<file path="config.mk">
export PLATFORM = sky130hd
export DESIGN_NAME = sample_framer
export DESIGN_NICKNAME = d
export VERILOG_FILES = /design/src/rtl/daq_pkg.sv /design/src/rtl/sample_fifo.sv /design/src/rtl/sample_framer.sv
export SDC_FILE = /design/constraint.sdc
export NUM_CORES = 1
export LEC_CHECK = 0
export ABC_CLOCK_PERIOD_IN_PS = 5600
export BUFFER_PORTS_ARGS = -buffer_cell sky130_fd_sc_hd__buf_2
export CORE_UTILIZATION = 30
export CTS_BUF_LIST = sky130_fd_sc_hd__clkbuf_16
export DETAILED_ROUTE_END_ITERATION = 6
export PLACE_DENSITY = 0.47
export SLEW_MARGIN = 20
export SYNTH_ARGS = -nofsm -noshare
export SYNTH_HDL_FRONTEND = slang
export SYNTH_SLANG_ARGS = --single-unit
</file>
<file path="constraint.sdc">
create_clock -name clock_i -period 5.6 [get_ports clock_i]
set_input_delay 0.28 -clock clock_i [delete_from_list [all_inputs] [get_ports clock_i]]
set_output_delay 0.28 -clock clock_i [all_outputs]
set_load 0.05 [all_outputs]
</file>
<file path="src/rtl/daq_pkg.sv">
// Shared types for the ADS1256 sample framing path: frame FSM states,
// the buffered frame entry and the default frame sync byte.
package daq_pkg;

  localparam logic [7:0] SAMPLE_FRAMER_SYNC_DEFAULT = 8'hA5;
  localparam int         FRAME_ENTRY_W              = 32;

  typedef enum logic [2:0] {
    IDLE,
    SYNC,
    SEQ,
    D2,
    D1,
    D0,
    CSUM
  } frame_state_t;

  typedef struct packed {
    logic [7:0]  seq;
    logic [23:0] sample;
  } frame_entry_t;

  function automatic logic [7:0] frame_checksum(input frame_entry_t entry);
    return entry.seq ^ entry.sample[23:16] ^ entry.sample[15:8] ^ entry.sample[7:0];
  endfunction

endpackage

</file>
<file path="src/rtl/sample_fifo.sv">
// Synchronous FIFO with registered occupancy; full/empty derive from the
// registered count so a pop never frees space for a push in the same cycle.
module sample_fifo #(
  parameter int WIDTH = 32,
  parameter int DEPTH = 16
) (
  input  logic                     clock_i,
  input  logic                     reset_i,
  input  logic                     push_i,
  input  logic [WIDTH-1:0]         data_i,
  input  logic                     pop_i,
  output logic [WIDTH-1:0]         data_o,
  output logic                     full_o,
  output logic                     empty_o,
  output logic [$clog2(DEPTH):0]   count_o
);

  localparam int AW = $clog2(DEPTH);

  logic [WIDTH-1:0] mem_q [DEPTH];
  logic [AW-1:0]    wr_ptr_q;
  logic [AW-1:0]    rd_ptr_q;
  logic [AW:0]      count_q;
  logic             push_ok;
  logic             pop_ok;

  assign full_o  = (count_q == (AW+1)'(DEPTH));
  assign empty_o = (count_q == '0);
  assign push_ok = push_i && !full_o;
  assign pop_ok  = pop_i && !empty_o;
  assign data_o  = mem_q[rd_ptr_q];
  assign count_o = count_q;

  // Storage is not reset; only pointers and count define validity.
  always_ff @(posedge clock_i) begin
    if (push_ok) begin
      mem_q[wr_ptr_q] <= data_i;
    end
  end

  always_ff @(posedge clock_i) begin
    if (reset_i) begin
      wr_ptr_q <= '0;
      rd_ptr_q <= '0;
      count_q  <= '0;
    end else begin
      if (push_ok) begin
        wr_ptr_q <= wr_ptr_q + 1'b1;
      end
      if (pop_ok) begin
        rd_ptr_q <= rd_ptr_q + 1'b1;
      end
      case ({push_ok, pop_ok})
        2'b10:   count_q <= count_q + 1'b1;
        2'b01:   count_q <= count_q - 1'b1;
        default: count_q <= count_q;
      endcase
    end
  end

endmodule

</file>
<file path="src/rtl/sample_framer.sv">
// Tags ADS1256 samples with a sequence number, buffers them and emits byte
// frames. Define SAMPLE_FRAMER_CHECKSUM_EN to append the XOR checksum byte.
module sample_framer
  import daq_pkg::*;
#(
  parameter int         DEPTH     = 16,
  parameter logic [7:0] SYNC_BYTE = SAMPLE_FRAMER_SYNC_DEFAULT
) (
  input  logic                       clock_i,
  input  logic                       reset_i,
  input  logic                       sample_valid_i,
  input  logic [23:0]                sample_i,
  input  logic                       tx_ready_i,
  output logic                       tx_valid_o,
  output logic [7:0]                 tx_data_o,
  input  logic                       clear_overflow_i,
  output logic                       overflow_o,
  output logic [15:0]                drop_count_o,
  output logic [$clog2(DEPTH):0]     level_o
);

  frame_entry_t push_entry;
  frame_entry_t pop_entry;
  frame_entry_t frame_q;
  frame_state_t state_q;
  logic [7:0]   seq_q;
  logic         tx_valid_q;
  logic [7:0]   tx_data_q;
  logic         overflow_q;
  logic [15:0]  drop_count_q;
  logic [15:0]  drop_count_d;
  logic         fifo_full;
  logic         fifo_empty;
  logic         fifo_pop;
  logic         drop;
  logic         tx_fire;

  assign push_entry   = '{seq: seq_q, sample: sample_i};
  assign drop         = sample_valid_i && fifo_full;
  assign fifo_pop     = (state_q == IDLE) && !fifo_empty;
  assign tx_fire      = tx_valid_q && tx_ready_i;
  assign tx_valid_o   = tx_valid_q;
  assign tx_data_o    = tx_data_q;
  assign overflow_o   = overflow_q;
  assign drop_count_o = drop_count_q;

  sample_fifo #(
    .WIDTH (FRAME_ENTRY_W),
    .DEPTH (DEPTH)
  ) u_fifo (
    .clock_i (clock_i),
    .reset_i (reset_i),
    .push_i  (sample_valid_i),
    .data_i  (push_entry),
    .pop_i   (fifo_pop),
    .data_o  (pop_entry),
    .full_o  (fifo_full),
    .empty_o (fifo_empty),
    .count_o (level_o)
  );

  // A drop coinciding with a clear restarts the count at one.
  always_comb begin
    drop_count_d = drop_count_q;
    if (drop) begin
      if (clear_overflow_i) begin
        drop_count_d = 16'd1;
      end else if (drop_count_q != 16'hFFFF) begin
        drop_count_d = drop_count_q + 16'd1;
      end
    end else if (clear_overflow_i) begin
      drop_count_d = '0;
    end
  end

  always_ff @(posedge clock_i) begin
    if (reset_i) begin
      seq_q        <= '0;
      overflow_q   <= 1'b0;
      drop_count_q <= '0;
    end else begin
      if (sample_valid_i) begin
        seq_q <= seq_q + 8'd1;
      end
      if (drop) begin
        overflow_q <= 1'b1;
      end else if (clear_overflow_i) begin
        overflow_q <= 1'b0;
      end
      drop_count_q <= drop_count_d;
    end
  end

  // Each byte state holds its registered byte until the handshake.
  always_ff @(posedge clock_i) begin
    if (reset_i) begin
      state_q    <= IDLE;
      frame_q    <= '0;
      tx_valid_q <= 1'b0;
      tx_data_q  <= '0;
    end else begin
      case (state_q)
        IDLE: begin
          if (fifo_pop) begin
            frame_q    <= pop_entry;
            state_q    <= SYNC;
            tx_valid_q <= 1'b1;
            tx_data_q  <= SYNC_BYTE;
          end
        end
        SYNC: begin
          if (tx_fire) begin
            state_q   <= SEQ;
            tx_data_q <= frame_q.seq;
          end
        end
        SEQ: begin
          if (tx_fire) begin
            state_q   <= D2;
            tx_data_q <= frame_q.sample[23:16];
          end
        end
        D2: begin
          if (tx_fire) begin
            state_q   <= D1;
            tx_data_q <= frame_q.sample[15:8];
          end
        end
        D1: begin
          if (tx_fire) begin
            state_q   <= D0;
            tx_data_q <= frame_q.sample[7:0];
          end
        end
        D0: begin
          if (tx_fire) begin
`ifdef SAMPLE_FRAMER_CHECKSUM_EN
            state_q   <= CSUM;
            tx_data_q <= frame_checksum(frame_q);
`else
            state_q    <= IDLE;
            tx_valid_q <= 1'b0;
            tx_data_q  <= '0;
`endif
          end
        end
`ifdef SAMPLE_FRAMER_CHECKSUM_EN
        CSUM: begin
          if (tx_fire) begin
            state_q    <= IDLE;
            tx_valid_q <= 1'b0;
            tx_data_q  <= '0;
          end
        end
`endif
        default: begin
          state_q    <= IDLE;
          tx_valid_q <= 1'b0;
          tx_data_q  <= '0;
        end
      endcase
    end
  end

endmodule

</file>
# Word level (Yosys, flattened, before mapping)
# Memories as Yosys holds them, arrays and structs flattened. A register that Yosys moved wholly into a read port is not among the register bits.
# Cells that the tools add are included.
totals:
  mem_count: 1
  input_bits: 29
  out_inout_bits: 31
  elab_cells: 75
  ff_bits: 50
  ram_bits: 512
classes:
  add_sub_neg: 6
  bitwise: 1
  eq_ne: 15
  reduce_logical: 17
  n_mux: 26
mem_list:
  columns: ["memory", "depth", "word_bits", "read_ports", "rd_ports_with_merged_regs", "write_ports", "line_no", "source"]
  rows:
  - ["u_fifo.mem_q", 16, 32, 1, 1, 1, "sample_fifo.sv:20", "logic [WIDTH-1:0] mem_q [DEPTH];"]
ops:
  columns: ["op", "n"]
  rows:
  - ["16-bit 2-to-1 mux", 4]
  - ["8-bit 2-to-1 mux", 6]
  - ["8-bit case mux with 6 select lines", 1]
  - ["3-bit 2-to-1 mux", 6]
  - ["3-bit case mux with 6 select lines", 1]
  - ["16-bit by 1-bit adder with 16-bit output, second input constant", 1]
  - ["16-bit inequality test, second input constant", 1]
  - ["2-bit inequality test, second input constant", 5]
  - ["5-bit case mux with 2 select lines", 1]
  - ["4-bit by 1-bit adder with 4-bit output, second input constant", 2]
  - ["8-bit by 1-bit adder with 8-bit output, second input constant", 1]
  - ["3-bit by 2-bit == test with 1-bit output, second input constant", 2]
  - ["3-bit == test, second input constant", 2]
  - ["1-bit 2-to-1 mux", 6]
  - ["6-bit AND reduction", 1]
  - ["2-bit nonzero test", 3]
  - ["5-bit by 1-bit adder with 5-bit output, second input constant", 1]
  - ["5-bit == test, second input constant", 1]
  - ["1-bit logical AND", 5]
  - ["5-bit zero test", 1]
  - ["5-bit by 1-bit subtractor with 5-bit output, second input constant", 1]
  - ["2-bit AND reduction", 2]
  - ["4-bit OR reduction", 1]
  - ["3-bit by 1-bit == test with 1-bit output, second input constant", 1]
  - ["other kinds (8)", 9]

# Longest topological paths before layout
# Gate-level depths: netlist of the first run.
depth:
  depth_word: 6
  ltp_mapped: 14
  depth_no_buf: 11

# By module
# Synthesis of the first run repeated with hierarchy kept, for this count alone.
unflattened:
  cells_unflattened: 1281
  hier_area_um2: 23259.8
modules_own_cells:
  columns: ["mod", "area_per_inst_um2", "seq_area_each_um2", "cells_each", "n_inst"]
  rows:
  - ["sample_fifo", 20119.3, 15715.1, 909, 1]
  - ["sample_framer", 3140.5, 1381.3, 372, 1]

# Least setup slack after synthesis of the first run
# Ideal clock, no wire load.
synth_timing:
  kind: "register to register"
  start: "reg u_fifo.count_q[2], in the netlist u_fifo.count_o[2]"
  end: "mem u_fifo.mem_q[3][0], enable pin"
  setup_time_ns: 0.461
  slack_ns: 1.277
  stages_incl_launch_ff: 6
  required_time_ns: 5.139
  synth_period_minus_slack_ns: 4.323
  arrival_ns: 3.862
  n_path_buf: 1
  cell_sequence: "dfxtp_1 -> buf_2 -> nor4_2 -> a21boi_1 -> nand2_1 -> nor3_1"
synth_via:
  elab_chain_len: 5
synth_rtl:
  columns: ["element", "line_no", "source"]
  rows:
  - ["start, declared", "sample_fifo.sv:23", "logic [AW:0] count_q;"]
  - ["start signal, assigned", "sample_fifo.sv:54", "2'b10: count_q <= count_q + 1'b1;"]
  - ["start signal, assigned", "sample_fifo.sv:55", "2'b01: count_q <= count_q - 1'b1;"]
  - ["start signal, assigned", "sample_fifo.sv:56", "default: count_q <= count_q;"]
  - ["5-bit == test", "sample_fifo.sv:27", "assign full_o = (count_q == (AW+1)'(DEPTH));"]
  - ["1-bit zero test", "sample_fifo.sv:29", "assign push_ok = push_i && !full_o;"]
  - ["1-bit logical AND", "sample_fifo.sv:29", null]
  - ["1-bit 2-to-1 mux", "sample_fifo.sv:36", "if (push_ok) begin"]
  - ["1-bit 2-to-1 mux (implied by the code)", "sample_fifo.sv:37", "mem_q[wr_ptr_q] <= data_i;"]
  - ["end, declared", "sample_fifo.sv:20", null]
# No other way between the ends.

# Worst setup path after layout of the first run
layout_timing:
  start: "reg u_fifo.count_q[1], in the netlist u_fifo.count_o[1]"
  end: "mem u_fifo.mem_q[7][4], enable pin"
# Same word-level chain as after synthesis.

==> metrics.csv, run 1 <==
stage;metric;value;unit
layout;seqCellArea;17000;µm²
setup_path;r2r_slack;2.52;ns
outcome;outcome;complete, no violations;
global_routing;grt_pass1_wl;80700;µm
cts;clkTransAtPathRegs;0.06;ns
route;drtAntennaViolNets;0;
sta;finalCritPeriodShare;55.1;%
layout;fin_nets;1315;
sta;slew_viol_final;0;
sta;worst_slew_pin_slew;0.906;ns
layout;final_cell_count_no_fill;2357;
setup_path;critPathMaxFanout;20;
synthesis;synth-xor-area-share;0.986;%
layout;drive_above_1_share;26.9;%
global_routing;overflow;0;
cts;ctsHtreeMaxLevel;3;
route;drt_pass1_iterations;5;
sta;setup_tns;0;ns
synthesis;yosys-top-cells-count;edfxtp_1, mux4_2, dfxtp_1;
placed_design;port_buffers;59;
cts;cts_tree;built;
global_routing;grt_max_degree;98;
sta;setup_viol;0;
setup_path;r2r-start;u_fifo.count_o[1];
route;drtIter0Drc;909;
synthesis;synth_simple_gate_area_share;3.10;%
setup_path;r2r_end;u_fifo.mem_q[7][4];
layout;multi_input_area;5790;µm²
route;wl;54500;µm
synthesis;yosysSeqAreaShare;73.7;%
synthesis;async_flop_share;0;%
synthesis;synth_area;23100;µm²
setup_path;reg2reg_depth;5;
cts;clock_latency;0.60;ns
synthesis;synth_area_per_cell;19.3;µm²
synthesis;syn_nets;1234;
setup_path;worstPathArrival;3.33;ns
synthesis;yosys.area.top_type;edfxtp_1;
synthesis;synth_cell_types;58;
sta;rsz0062_at_grt;false;
flow_run;cap_violations;0;
sta;clock_skew;0.0234;ns
floorplan;top_level_ports;60;
global_routing;track_usage;14.1;%
sta;hold_violations;0;
layout;area_growth;16.3;%
synthesis;synth_top_family_by_area;multiplexers;
synthesis;synth_compound_area_share;3.90;%
cts;postCtsHoldBufs;0;
floorplan;die_y;279;µm
synthesis;synth_mux_area_share;16.0;%
route;drc;0;
pwr;p_per_area;430;nW/µm²
worst_hold_path;whs_endpoint;tx_valid_o;
layout;fill_cells;7146;
global_routing;grt_pass1_vias;11900;
synthesis;ys_seq_elements;594;
setup_path;startpoint;u_fifo.count_o[1];
floorplan;fp.dieW;279;µm
setup_path;start_kind;flip-flop;
synthesis;synth_edf_count;512;
floorplan;rows;101;
synthesis;synthCells;1194;
synthesis;yosysWarningCount;0;
setup_path;worst_setup_path_end_kind;flip-flop;
cts;max-clock-path-buffers;3;
setup_path;critPathRequiredTime;5.84;ns
route;vias;11400;
route;wire_per_inst;23.1;µm
worst_hold_path;hold_class;primary input to flip-flop;
floorplan;dieArea;78100;µm²
pwr;peakVddDrop;198;µV
synthesis;yosys.cell_count.top_type;edfxtp_1;
cts;cts_resized;0;
floorplan;initial_core_util;30.4;%
placed_design;dp_cells;2235;
placed_design;hpwlAfterDp;31400;µm
sta;relSlewSlack;39.5;%
cts;clock-sinks;594;
worst_hold_path;hold_depth;4;
synthesis;yosys.area_share.adder;0.596;%
global_routing;antenna_found_initial;1;
sta;clock.fmax;324;MHz
route;viasPerCell;4.84;
sta;period_needed;3.08;ns
floorplan;coreArea;76100;µm²
synthesis;ys_top_cells_by_area;edfxtp_1, mux4_2, dfxtp_1;
cts;cts_inserted_buffers;67;
cts;postCtsSetupBuffers;0;
cts;cts-root-buf;clkbuf_16;
pwr;p_leak;8.45;nW
worst_hold_path;hp-start;tx_ready_i;
synthesis;yosysTopAreaCellShare;66.6;%
synthesis;synth_flop_cell;edfxtp_1;
setup_path;path_class;flip-flop to flip-flop;
placed_design;gp_congestion;0.784;
[area by class of cell]
| type | instances | share of cell area (%) |
|---|---|---|
| timing repair buffer | 81 | 2.10 |
| clock inverter | 49 | 1.37 |
| multi-input combinational | 518 | 21.5 |
| tap | 1030 | 4.80 |
| sequential | 594 | 63.4 |
| antenna | 1 | 0.00932 |
| clock buffer | 71 | 6.61 |
| inverter | 13 | 0.182 |
[kinds of logic after synthesis]
family / after synthesis
xor gates and xnor gates: 26
AOI/OAI and AO/OA: 139
muxes: 204
buffers and inverters: 82
DFF: 594
adders and majority gates: 11
and+or+nand+nor: 138
[worst max-delay path, stage by stage (launching register included)]
cell,delay [ns]
dfxtp_1,0.53
nor4_2,0.12
a21boi_1,0.62
nand2_1,0.43
nor2_4,0.57
buf_4,0.44
[flip-flops by register name, summed over array words and instances, names as in the netlist, 3 cells and up]
signal	flops
u_fifo.wr_ptr_q	4
u_fifo.mem_q	512
seq_q	8
tx_data_o	8
frame_q	32
u_fifo.count_o	5
state_q	3
u_fifo.rd_ptr_q	4
drop_count_o	16
[layout by cell type, fill, tap and decap left out, types with 5 or more instances in the layout]
cell / n
dfxtp_1: 79
inv_1: 34
ha_1: 11
nor2_4: 12
clkbuf_16: 71
clkinv_1: 13
buf_4: 15
a21oi_1: 19
buf_2: 59
nand2_1: 19
bufinv_16: 5
o21ai_0: 39
nand2b_1: 6
xor2_1: 19
edfxtp_1: 512
nand4_1: 15
and3_1: 5
o21ai_1: 10
and2_1: 6
buf_12: 5
nor2_1: 39
a22oi_1: 35
xnor2_1: 7
mux4_2: 128
nand3_1: 8
mux2_2: 36
a211oi_1: 8
mux2i_1: 40
clkinv_2: 6
[power breakdown]
part	switching, W	internal (W)	leakage, nW
Clock	0.00172	0.00252	1.13
Combinational	0.00107	0.000885	1.99
Sequential	0.000313	0.00503	5.33
Total	0.00311	0.00843	8.45
[worst max path at each step]
stage / to / slack (ns) / cells past startpoint
final: u_fifo.mem_q[7][4] / 2.52 / 5
after global routing: u_fifo.mem_q[7][3] / 2.30 / 5
after global placement: u_fifo.mem_q[15][18] / 2.50 / 4
after CTS: u_fifo.mem_q[7][3] / 2.48 / 5
after detailed placement: u_fifo.mem_q[7][19] / 2.49 / 5
after floorplan: u_fifo.mem_q[3][0] / 1.28 / 5
[through the flow]
step	setup WS (ns)	hold WS, ns	cell area, µm²	utilization [%]	power (W)
detailed placement	2.49	0.454	24700	32.5	0.00744
finish	2.52	0.0665	26900	35.3	0.0115
CTS	2.48	0.0328	26800	35.3	0.0117
global placement	2.50	0.448	24600	32.4	0.00743
floorplan	1.28	0.379	23100	-	0.00684
global route	2.30	0.0521	26900	35.3	0.0120
[routing by layer]
metal | vias to the layer above | GRT usage (%) | routed length [µm]
met5 | - | 0 | 0
li1 | 5046 | - | -
met3 | 83 | 2.59 | 2470
met1 | 5990 | 19.4 | 24600
met2 | 281 | 22.9 | 26200
met4 | 0 | 3.98 | 1180
Power figures use the tool's default switching activity.
==> run 2: changes to the inputs <==
Settings changed: ABC_CLOCK_PERIOD_IN_PS 5600 to 2800, PLACE_DENSITY 0.47 to 0.49.
Clock period 5.6 ns to 2.8 ns, I/O delays scaled along.
==> run 2 against run 1 <==
Against the previous run:
- non-clock buffer count grew 59
- sequential share of layout area decreased by 1.1 points
- wire length down 0.24%
==> metrics.csv, run 2 (synthesis results as in run 1) <==
stage;metric;value;unit;change
outcome;outcome;complete, no violations;;
layout;final_common_cell;edfxtp_1;;
placed_design;hpwlAfterDp;31000;µm;-1.3%
route;drc;0;;unchanged
global_routing;grt_max_degree;47;;-52%
cts;cts-root-buf;clkbuf_16;;
global_routing;track_usage;14.1;%;-0.019 points
layout;final_cell_count_no_fill;2410;;+2.2%
global_routing;overflow;0;;unchanged
route;drtAntennaViolNets;0;;unchanged
sta;relSlewSlack;53.9;%;+14 points
floorplan;rows;101;;unchanged
route;viasPerCell;4.84;;about the same
setup_path;worst_setup_path_end_kind;flip-flop;;
route;wire_per_inst;22.5;µm;-2.4%
cts;clkTransAtPathRegs;0.05;ns;about the same
sta;setup_tns;0;ns;unchanged
floorplan;fp.dieW;279;µm;unchanged
sta;hold_violations;0;;unchanged
pwr;p_per_area;829;nW/µm²;+93%
cts;clock_latency;0.59;ns;about the same
cts;cts_tree;built;;
cts;max-clock-path-buffers;3;;unchanged
global_routing;antenna_found_initial;1;;unchanged
setup_path;path_class;flip-flop to flip-flop;;
layout;diodes;0;;-1
route;drt_pass1_iterations;4;;-1
global_routing;grt_pass1_wl;80600;µm;-0.13%
layout;layout_common_cells;edfxtp_1, mux4_2, dfxtp_1;;
sta;worst_slew_pin_slew;0.690;ns;-0.216 ns
sta;clock.fmax;387;MHz;+19%
sta;slew_viol_final;0;;unchanged
setup_path;critPathRequiredTime;3.24;ns;-2.60 ns
sta;period_needed;2.58;ns;-0.502 ns
worst_hold_path;hold_class;flip-flop to flip-flop;;
route;wl;54300;µm;-0.24%
sta;rsz0062_at_grt;false;;
cts;clock-sinks;594;;unchanged
floorplan;initial_core_util;30.4;%;unchanged
pwr;p_leak;8.63;nW;+2.2%
sta;setup_viol;0;;unchanged
sta;finalCritPeriodShare;92.2;%;+37 points
sta;clock_skew;0.0243;ns;+0.000898 ns
layout;largest_register;u_fifo.mem_q;;
layout;fin_nets;1373;;+4.4%
floorplan;top_level_ports;60;;unchanged
setup_path;worstPathArrival;3.02;ns;-0.31 ns
floorplan;die_y;279;µm;unchanged
setup_path;critPathMaxFanout;10;;-50%
layout;largest_reg_flops;512;;unchanged
layout;area_growth;18.4;%;
route;vias;11700;;+2.3%
floorplan;dieArea;78100;µm²;unchanged
route;drtIter0Drc;822;;-9.6%
flow_run;cap_violations;0;;unchanged
pwr;peakVddDrop;478;µV;+140%
layout;drive_above_1_share;28.2;%;+1.3 points
global_routing;grt_pass1_vias;12000;;+0.84%
setup_path;start_kind;flip-flop;;
placed_design;port_buffers;59;;unchanged
floorplan;coreArea;76100;µm²;unchanged
placed_design;gp_congestion;0.802;;+2.3%
cts;cts_inserted_buffers;66;;-1.5%
placed_design;dpl_worst_slack;0.224;ns;-2.27 ns
pwr;power;0.0227;W;+96%
placed_design;dp_cells;2267;;+1.4%
sta;fin_ws;0.219;ns;-2.30 ns
layout;fill_cells;7149;;+0.042%
cts;ctsHtreeMaxLevel;3;;unchanged
[run 2: changes by cell type in the layout (fill, tap and decap cells not counted), sizes merged, moves of 2 or more]
cell / previous run / this run
clkbuf: 71 / 67
buf: 81 / 112
bufinv: 5 / 3
inv: 35 / 37
dlygate4sd3: 0 / 28
[run 2: power by group]
| group | internal, W | switching [W] | total, W |
|---|---|---|---|
| Combinational | 0.00198 | 0.00240 | 0.00438 |
| Sequential | 0.0101 | 0.000353 | 0.0104 |
| Clock | 0.00459 | 0.00329 | 0.00788 |
[run 2: through the flow]
step | util, % | instance area [µm²] | hold WS [ns]
after global placement | 33.0 | 25100 | 0.449
final | 35.9 | 27300 | 0.463
after detailed placement | 33.0 | 25100 | 0.460
after CTS | 35.9 | 27300 | 0.453
after floorplan | - | 23200 | 0.239
after global routing | 35.9 | 27300 | 0.475
[run 2: per-layer routing]
metal / up-vias / global-route usage, % / share of wire [%]
met4: 2 / 3.25 / 1.6
met2: 231 / 23.8 / 49
met5: - / 0 / 0.031
met1: 6191 / 18.7 / 45
met3: 74 / 2.79 / 4.2
li1: 5161 / - / -
[run 2: worst max-delay path, stage by stage (launching register included)]
cell,delay [ns]
dfxtp_4,0.38
or4_4,0.58
o21a_1,0.28
ha_4,0.23
xor2_1,0.15
ha_2,0.20
o21a_1,0.17
o21a_1,0.17
o32ai_2,0.11
xnor2_1,0.14
nor2_1,0.05
[run 2: final cells by class]
type                    count  area [µm²]  area share (%)
flip-flops and latches    594       17000            62.3
multi-input cells         518        5850            21.4
clock buffers              67        1680            6.13
well taps                1030        1290            4.71
repair buffers            140        1160            4.25
clock inverters            48         284            1.04
inverters                  13        48.8           0.178
[run 2: repair_timing]
item                      CTS  global route
resized for setup           0             0
setup buffers               0             0
hold endpoints to repair  404             0
hold buffers               28             0
[run 2: path summary, 6_finish.rpt]
kind	cells past startpoint	slack (ns)	to	start
setup / recovery	10	0.22	u_fifo.count_o[4]	u_fifo.count_o[1]
hold / removal	2	0.46	overflow_o	overflow_o
setup reg to reg	10	0.22	u_fifo.count_o[4]	u_fifo.count_o[1]
hold reg to reg	2	0.46	overflow_o	overflow_o
==> run 3: changes to the inputs <==
Settings changed: GPL_TIMING_DRIVEN set to 0.
==> run 3 against run 2 <==
Against the previous run:
- wire length grew 6.3%
- sequential cell count is the same
- die area did not move
- register-to-register slack lost 0.12 ns
- sequential share of layout area shrank 1.1 points
- first-iteration DRC count rose by 0.97%
- critical endpoint unchanged
- largest cell class unchanged
- highest routed layer is now met4
==> metrics.csv, run 3 (synthesis results as in run 1) <==
stage;metric;value;unit;change
outcome;outcome;complete, no violations;;
route;wire_per_inst;23.5;µm;+4.3%
floorplan;top_level_ports;60;;unchanged
pwr;peakVddDrop;447;µV;-6.5%
setup_path;path_class;flip-flop to flip-flop;;
setup_path;worstPathArrival;3.14;ns;+0.12 ns
cts;max-clock-path-buffers;3;;unchanged
sta;hold_violations;0;;unchanged
global_routing;overflow;0;;unchanged
global_routing;track_usage;15.1;%;+1.0 points
worst_hold_path;hold_depth;3;;+1
sta;relSlewSlack;16.9;%;-37 points
layout;largest_register;u_fifo.mem_q;;
setup_path;critPathMaxFanout;7;;-3
setup_path;r2r_end;u_fifo.count_o[4];;
route;vias;11900;;+1.7%
layout;drive_above_1_share;28.5;%;+0.31 points
cts;clock-sinks;594;;unchanged
cts;clock_latency;0.59;ns;about the same
sta;finalCritPeriodShare;96.6;%;+4.4 points
floorplan;initial_core_util;30.4;%;unchanged
cts;ctsHtreeMaxLevel;3;;unchanged
sta;clock.fmax;370;MHz;-4.6%
layout;fin_nets;1418;;+3.3%
setup_path;cp.buffers_inverters;2;;+2
route;drtIter0Drc;830;;+0.97%
floorplan;die_y;279;µm;unchanged
global_routing;grt_pass1_wl;85000;µm;+5.5%
placed_design;hpwlAfterDp;38100;µm;+23%
sta;worst_slew_pin_slew;1.23;ns;+0.539 ns
global_routing;grt_max_degree;21;;-55%
global_routing;antenna_found_initial;0;;-1
layout;largest_reg_flops;512;;unchanged
route;wl;57800;µm;+6.3%
setup_path;slowest_stage;or4_4;;
sta;rsz0062_at_grt;true;;
sta;slew_viol_final;0;;unchanged
setup_path;cpPeakStageDelay;0.56;ns;-0.02 ns
setup_path;reg2reg_depth;12;;+2
route;drt_pass1_iterations;5;;+1
flow_run;cap_violations;0;;unchanged
pwr;p_leak;8.83;nW;+2.3%
placed_design;port_buffers;58;;-1.7%
global_routing;grt_pass1_vias;12400;;+3.0%
cts;cts_inserted_buffers;67;;+1.5%
floorplan;coreArea;76100;µm²;unchanged
floorplan;dieArea;78100;µm²;unchanged
cts;cts-root-buf;clkbuf_16;;
setup_path;cpMostUsedCell;o21a_1;;
setup_path;worstPathCellList;or4_4, o21a_1, buf_8, ha_4, clkbuf_8, xor2_1, ha_2, o21a_1, o21a_1, o32ai_2, xnor2_1, nor2_1;;
route;drc;0;;unchanged
floorplan;rows;101;;unchanged
sta;setup_viol;0;;unchanged
setup_path;r2r-start;u_fifo.count_o[0];;
setup_path;r2r_slack;0.1;ns;-0.12 ns
worst_hold_path;hp-start;reset_i;;
cts;cts_tree;built;;
sta;clock_skew;0.0184;ns;-0.00581 ns
layout;diodes;0;;unchanged
cts;clkTransAtPathRegs;0.06;ns;about the same
route;drtAntennaViolNets;0;;unchanged
floorplan;fp.dieW;279;µm;unchanged
setup_path;critical_path.top_delay_family;compound AO/OA/AOI/OAI gates;;
setup_path;critPathRequiredTime;3.24;ns;about the same
sta;setup_tns;0;ns;unchanged
layout;layout_common_cells;edfxtp_1, mux4_2, dfxtp_1;;
setup_path;worst_setup_path_end_kind;flip-flop;;
placed_design;gp_congestion;0.820;;+2.2%
sta;period_needed;2.70;ns;+0.124 ns
route;viasPerCell;4.82;;-0.29%
setup_path;start_kind;flip-flop;;
pwr;power;0.0233;W;+2.7%
worst_hold_path;hold_class;primary input to flip-flop;;
worst_hold_path;whs_endpoint;state_q[2];;
layout;area_growth;20.4;%;
layout;final_common_cell;edfxtp_1;;
pwr;p_per_area;837;nW/µm²;+0.95%
run 3: worst max-delay path by stage:
stage	from	to	cells past startpoint
3_3_place_gp	sample_valid_i	u_fifo.mem_q[7][22]	4
5_1_grt	u_fifo.count_o[0]	u_fifo.count_o[4]	12
2_1_floorplan	u_fifo.count_o[3]	u_fifo.mem_q[15][0]	4
3_5_place_dp	sample_valid_i	u_fifo.mem_q[3][22]	6
4_1_cts	u_fifo.count_o[0]	u_fifo.count_o[4]	12
6_report	u_fifo.count_o[0]	u_fifo.count_o[4]	12
run 3: routing by layer:
metal / global-route usage (%) / vias to the layer above / part of all wire (%)
met5: 0 / - / 0
met4: 3.28 / 0 / 1.6
met3: 2.69 / 69 / 4.5
met2: 25.2 / 287 / 49
met1: 20.5 / 6247 / 45
li1: - / 5254 / -
run 3: layout make-up:
| class | count | area (µm²) |
|---|---|---|
| clock buffers | 69 | 1730 |
| repair buffers | 119 | 1210 |
| plain buffers | 65 | 369 |
| fillers | 7117 | 48300 |
| well taps | 1030 | 1290 |
| inverters | 13 | 48.8 |
| flip-flops and latches | 594 | 17000 |
| clock inverters | 50 | 297 |
| multi-input cells | 518 | 5850 |
run 3: worst min-delay path, delay by kind of cell:
kind | cells | cell delay, ns
buffers and inverters | 2 | 0.37
AND/OR/NAND/NOR | 1 | 0.15
run 3: timing repair:
item / 4_1_cts / 5_1_grt
hold endpoints to repair: 392 / 0
setup endpoints to repair: 287 / 14
buffers inserted: 2 / 2
pin swaps: 4 / 4
hold buffers: 26 / 0
gates resized for setup: 3 / 7
run 3: where the power goes:
part / leakage, nW / switching, W / total [W] / internal (W)
clock network: 1.05 / 0.00344 / 0.00816 / 0.00472
logic: 2.46 / 0.00265 / 0.00474 / 0.00209
registers: 5.32 / 0.000322 / 0.0104 / 0.0101
run 3: per-stage QoR:
step	worst slack, ns	utilization (%)	instances	instance area [µm²]	hold slack, ns
3_3_place_gp	-1.55	32.6	2282	24800	0.454
4_1_cts	0.0371	36.5	2457	27800	0.0573
2_1_floorplan	-0.0309	-	1194	23200	0.239
6_report	0.0950	36.6	2458	27800	0.113
5_1_grt	-0.0444	36.6	2458	27800	0.103
3_5_place_dp	-0.504	33.5	2313	25500	0.452
